### src/rtl/tdm_demux_2x1_if.sv
`default_nettype none
// ============================================================================
// Module   : tdm_demux_2x1_if
// Purpose  : Bundles the TDM stream input and per-channel outputs of the 2:1 demux.
//            err_clr/err_count exist only when TDM_DEMUX_ERRCNT_EN is defined.
// Revision : 1.0 - initial release
// ============================================================================
interface tdm_demux_2x1_if #(
    parameter int WIDTH = 8
);
    logic [WIDTH-1:0] din;
    logic             din_valid;
    logic             frame_sync;
    logic [WIDTH-1:0] ch0_out;
    logic [WIDTH-1:0] ch1_out;
    logic             ch0_stb;
    logic             ch1_stb;
    logic             locked;
    logic             sync_err;
`ifdef TDM_DEMUX_ERRCNT_EN
    logic             err_clr;
    logic [7:0]       err_count;
`endif

    // Stream source / channel consumer side
    modport master (
        output din,
        output din_valid,
        output frame_sync,
`ifdef TDM_DEMUX_ERRCNT_EN
        output err_clr,
        input  err_count,
`endif
        input  ch0_out,
        input  ch1_out,
        input  ch0_stb,
        input  ch1_stb,
        input  locked,
        input  sync_err
    );

    // Demux side
    modport slave (
        input  din,
        input  din_valid,
        input  frame_sync,
`ifdef TDM_DEMUX_ERRCNT_EN
        input  err_clr,
        output err_count,
`endif
        output ch0_out,
        output ch1_out,
        output ch0_stb,
        output ch1_stb,
        output locked,
        output sync_err
    );
endinterface
`default_nettype wire

### src/rtl/tdm_demux_2x1.sv
`default_nettype none
// ============================================================================
// Module   : tdm_demux_2x1
// Purpose  : Splits a two-slot TDM stream (slot 0 marked by frame_sync) back into
//            two registered channel outputs; tracks alignment, flags sync errors.
//            Optional saturating error counter: define TDM_DEMUX_ERRCNT_EN.
// Revision : 1.0 - initial release
// ============================================================================
module tdm_demux_2x1 #(
    parameter int WIDTH = 8
) (
    input  wire               clk,
    input  wire               reset,
    tdm_demux_2x1_if.slave    bus
);

    typedef enum logic [1:0] {
        ST_HUNT = 2'd0,
        ST_EXP0 = 2'd1,
        ST_EXP1 = 2'd2
    } state_t;

    state_t           r_state;
    logic [WIDTH-1:0] r_ch0;
    logic [WIDTH-1:0] r_ch1;
    logic             r_ch0_stb;
    logic             r_ch1_stb;
    logic             r_locked;
    logic             r_sync_err;

    always_ff @(posedge clk or posedge reset) begin
        if (reset) begin
            r_state    <= ST_HUNT;
            r_ch0      <= '0;
            r_ch1      <= '0;
            r_ch0_stb  <= 1'b0;
            r_ch1_stb  <= 1'b0;
            r_locked   <= 1'b0;
            r_sync_err <= 1'b0;
        end else begin
            r_ch0_stb  <= 1'b0;
            r_ch1_stb  <= 1'b0;
            r_sync_err <= 1'b0;
            if (bus.din_valid) begin
                case (r_state)
                    ST_HUNT: begin
                        if (bus.frame_sync) begin
                            r_ch0     <= bus.din;
                            r_ch0_stb <= 1'b1;
                            r_locked  <= 1'b1;
                            r_state   <= ST_EXP1;
                        end
                    end
                    ST_EXP1: begin
                        if (bus.frame_sync) begin
                            // Early sync: restart the frame on this beat, stay aligned
                            r_sync_err <= 1'b1;
                            r_ch0      <= bus.din;
                            r_ch0_stb  <= 1'b1;
                        end else begin
                            r_ch1     <= bus.din;
                            r_ch1_stb <= 1'b1;
                            r_state   <= ST_EXP0;
                        end
                    end
                    ST_EXP0: begin
                        if (bus.frame_sync) begin
                            r_ch0     <= bus.din;
                            r_ch0_stb <= 1'b1;
                            r_state   <= ST_EXP1;
                        end else begin
                            r_sync_err <= 1'b1;
                            r_locked   <= 1'b0;
                            r_state    <= ST_HUNT;
                        end
                    end
                    default: begin
                        r_locked <= 1'b0;
                        r_state  <= ST_HUNT;
                    end
                endcase
            end
        end
    end

    assign bus.ch0_out  = r_ch0;
    assign bus.ch1_out  = r_ch1;
    assign bus.ch0_stb  = r_ch0_stb;
    assign bus.ch1_stb  = r_ch1_stb;
    assign bus.locked   = r_locked;
    assign bus.sync_err = r_sync_err;

`ifdef TDM_DEMUX_ERRCNT_EN
    // Error event decoded from the current beat so the count moves with the pulse
    logic       w_err_event;
    logic [7:0] r_err_count;

    assign w_err_event = bus.din_valid &&
                         (((r_state == ST_EXP1) &&  bus.frame_sync) ||
                          ((r_state == ST_EXP0) && !bus.frame_sync));

    always_ff @(posedge clk or posedge reset) begin
        if (reset) begin
            r_err_count <= 8'd0;
        end else if (bus.err_clr) begin
            r_err_count <= 8'd0;
        end else if (w_err_event && (r_err_count != 8'hFF)) begin
            r_err_count <= r_err_count + 8'd1;
        end
    end

    assign bus.err_count = r_err_count;
`endif

endmodule
`default_nettype wire

### src/flat_wrapper.sv
// flat-port wrapper written by rule: the top's interface ports become plain ports
module tdm_demux_2x1_flat 
#(
    parameter int WIDTH = 8
)
  (clk, reset, bus_din, bus_din_valid, bus_frame_sync, bus_ch0_out, bus_ch1_out, bus_ch0_stb, bus_ch1_stb, bus_locked, bus_sync_err);
  tdm_demux_2x1_if #(.WIDTH(WIDTH)) bus_i ();
  input  wire clk;
  input  wire reset;
  input wire logic [$bits(bus_i.din)-1:0] bus_din;
  input wire logic [$bits(bus_i.din_valid)-1:0] bus_din_valid;
  input wire logic [$bits(bus_i.frame_sync)-1:0] bus_frame_sync;
  output wire logic [$bits(bus_i.ch0_out)-1:0] bus_ch0_out;
  output wire logic [$bits(bus_i.ch1_out)-1:0] bus_ch1_out;
  output wire logic [$bits(bus_i.ch0_stb)-1:0] bus_ch0_stb;
  output wire logic [$bits(bus_i.ch1_stb)-1:0] bus_ch1_stb;
  output wire logic [$bits(bus_i.locked)-1:0] bus_locked;
  output wire logic [$bits(bus_i.sync_err)-1:0] bus_sync_err;
  assign bus_i.din = bus_din;
  assign bus_i.din_valid = bus_din_valid;
  assign bus_i.frame_sync = bus_frame_sync;
  assign bus_ch0_out = bus_i.ch0_out;
  assign bus_ch1_out = bus_i.ch1_out;
  assign bus_ch0_stb = bus_i.ch0_stb;
  assign bus_ch1_stb = bus_i.ch1_stb;
  assign bus_locked = bus_i.locked;
  assign bus_sync_err = bus_i.sync_err;
  tdm_demux_2x1 #(.WIDTH(WIDTH)) u_core (.clk(clk), .reset(reset), .bus(bus_i));
endmodule
### config.mk
export PLATFORM = sky130hd
export DESIGN_NAME = tdm_demux_2x1_flat
export DESIGN_NICKNAME = d
export VERILOG_FILES = /design/src/rtl/tdm_demux_2x1_if.sv /design/src/rtl/tdm_demux_2x1.sv /design/src/flat_wrapper.sv
export SDC_FILE = /design/constraint.sdc
export NUM_CORES = 1
export LEC_CHECK = 0
export CORE_MARGIN = 3
export CORE_UTILIZATION = 29
export DETAILED_ROUTE_END_ITERATION = 8
export GPL_ROUTABILITY_DRIVEN = 0
export PLACE_DENSITY_LB_ADDON = 0.1
export SETUP_SLACK_MARGIN = 0.2
export SYNTH_ARGS = -nofsm -noshare
export SYNTH_HDL_FRONTEND = slang
export SYNTH_SLANG_ARGS = --single-unit
export TNS_END_PERCENT = 10
### constraint.sdc
create_clock -name clk -period 2.7 [get_ports clk]
set_input_delay 0.54 -clock clk [delete_from_list [all_inputs] [get_ports clk]]
set_output_delay 0.54 -clock clk [all_outputs]
set_load 0.1 [all_outputs]
==> impl_metrics.toml <==
[critical_path]
max_stage_delay_ns = 0.58
end_kind = "flip-flop"
ff2ff_path_depth = 3
r2r-start = "u_core.r_state[1]"
required_ns = 2.90
reg2reg_to = "u_core.bus.ch1_out[2]"
cp.arrival_ns = 2.04
crit_fanout = 10
crit_path_start = "bus_frame_sync"
cp_slowest_cell = "nor4_4"
crit_path_start_kind = "input pin"
regToRegSetupSlack_ns = 1.08
cp_cell_sequence = "clkdlybuf4s50_1 > nor4_4 > mux2_2"
path_class = "in -> reg"

[synth]
synth_cell_types = 15
syn_area_um2 = 839.6
yosysWarnings = 0
avgSynthCellArea_um2 = 15.26
synth-seq-cells = 22
ys_seq_area_share_pct = 65.57
postSynthCellCount = 55
syn-num-nets = 67

[sta]
slew_headroom_pct = 43.78
rsz0062_at_grt = "false"
period_share_pct = 67.99
fin_skew_ns = 0.002937
finalSetupTns_ns = 0
setup_violations = 0
slew_violations = 0
final_hold_viol_count = 0
max_freq_mhz = 544.7
whs_ns = 0.5216
worst_pin_slew_ns = 0.8424
fin_ws_ns = 0.8641
fin_crit_ns = 1.836

[global_routing]
grt_pass1_vias = 587
grt_max_degree = 23
grt_pass1_wl_mm = 2.594
overflow = 0
antenna_found_initial = 0
grt_use_total_pct = 10.05

[clock_network]
insertion_delay_ns = 0.30
cts_buffer_depth = 2
ctsHtreeMaxLevel = 1
cts.repair.resized = 0
cts_root_buffer = "clkbuf_4"
cts_post_setup_buffers_inserted = 0
path_clk_slew_ns = 0.12
cts_tree = "done"
cts_buffers = 3
cts_sinks = 22
cts-hold-fix-buffers = 0

[floorplanning]
dieHeight_um = 59.81
rows = 18
start_util_pct = 32.14
ios = 32
die_area_um2 = 3577
core_um2 = 2613
die_x_um = 59.81

[layout]
instances_no_fill = 119
drive_gt1_share_pct = 49.44
final_util_pct = 44.73
finalInstanceArea_um2 = 1169
layout.area.seq_um2 = 550.5
fillCellCount = 256
multi_input_area_um2 = 269.0
antennaDiodeCount = 0
areaGrowthSynthToFinish_pct = 39.20
final_nets = 102

[place]
io_buffers = 31
dp_cells = 115
postPlaceCellArea_um2 = 1132
dp_hpwl_mm = 1.154
dp_slack_ns = 0.5084

[flow_run]
cap_violations = 0

[hold_path]
min_path_cells = 1
hold_path_end = "u_core.bus.ch1_out[1]"
hold_class = "reg -> reg"
min_from = "u_core.bus.ch1_out[1]"

[drt]
via_count = 570
drt-initial-drc-count = 29
viasPerCell = 4.790
wl_per_cell_um = 13.31
drcViolationCount = 0
routed_wl_mm = 1.584
ant_nets = 0
dr.pass1.iters = 5

[power]
p_total_mw = 1.284
leakage_nw = 0.5409
p_per_area_nw_per_um2 = 1099
ir_worst_vdd_mv = 0.5769

[outcome]
status = "finished clean"
[power breakdown]
| part | switching [mW] | total [mW] | internal (mW) |
|---|---|---|---|
| logic | 0.530 | 0.675 | 0.145 |
| registers | 0.0367 | 0.430 | 0.394 |
| clock network | 0.0957 | 0.178 | 0.0823 |
| total | 0.662 | 1.28 | 0.621 |
[worst max-delay path by stage]
| stage | to |
|---|---|
| final | u_core.bus.ch1_out[2] |
| after global placement | u_core.bus.ch1_out[7] |
| after CTS | u_core.bus.ch1_out[7] |
| after floorplan | u_core.bus.ch1_out[0] |
| after global routing | u_core.bus.ch1_out[1] |
| after detailed placement | u_core.bus.ch1_out[2] |
[critical path: cells and delay by family]
kind | cells | cell delay [ns]
buf+inv | 1 | 0.51
mux | 1 | 0.40
simple gates | 1 | 0.58
[placed cells by master (no fill, tap or decap)]
cell type,synthesis,final
a21boi_0,1,1
a21o_2,2,2
a21oi_1,1,1
a31oi_1,1,1
buf_4,0,20
clkbuf_4,0,3
clkbuf_8,0,1
clkdlybuf4s50_1,0,11
dfrtp_1,22,22
inv_1,3,3
inv_2,1,1
mux2_2,16,16
nand2_1,2,2
nand3b_1,1,1
nor2_1,1,1
nor4_4,1,1
o21ai_0,1,1
o31ai_1,1,1
[synthesized netlist by cell type]
cell type | instances | area, um2
nand2_1 | 2 | 7.510
nand3b_1 | 1 | 7.510
a21boi_0 | 1 | 7.510
inv_2 | 1 | 3.750
a21o_2 | 2 | 17.52
inv_1 | 3 | 11.26
a21oi_1 | 1 | 5.000
nor2_1 | 1 | 3.750
mux2_2 | 16 | 180.2
a31oi_1 | 1 | 6.260
nor4_4 | 1 | 21.27
dfrtp_1 | 22 | 550.5
o21ai_0 | 1 | 5.000
buf_2 | 1 | 5.000
o31ai_1 | 1 | 7.510
[flip-flops by register name, summed over array words and instances (netlist names)]
| signal | cells |
|---|---|
| u_core.bus.ch0_stb | 1 |
| u_core.bus.ch1_stb | 1 |
| u_core.r_state | 2 |
| u_core.bus.ch0_out | 8 |
| u_core.bus.locked | 1 |
| u_core.bus.ch1_out | 8 |
| u_core.bus.sync_err | 1 |
[kinds of logic after synthesis]
logic type	share of synthesized area, %
AOI/OAI and AO/OA	5.813
buffers and inverters	2.383
DFF	65.57
muxes	21.46
and+or+nand+nor	4.769
[per-layer routing]
| metal | vias up | share of wire [%] | routed length, um | GRT usage, % |
|---|---|---|---|---|
| li1 | 257 | - | - | - |
| met1 | 290 | 40 | 628 | 10.84 |
| met2 | 21 | 53 | 836 | 17.13 |
| met3 | 2 | 6.5 | 103 | 4.536 |
| met4 | 0 | 0.95 | 15 | 3.797 |
| met5 | - | 0 | 0 | 0 |
[layout make-up]
cell class | count | area share [%]
Clock buffer | 4 | 3.105
Inverter | 4 | 1.285
Multi-Input combinational cell | 28 | 23.02
Sequential cell | 22 | 47.11
Tap cell | 30 | 3.212
Timing Repair Buffer | 31 | 22.27
No activity file was read; power rests on OpenSTA's default activity.
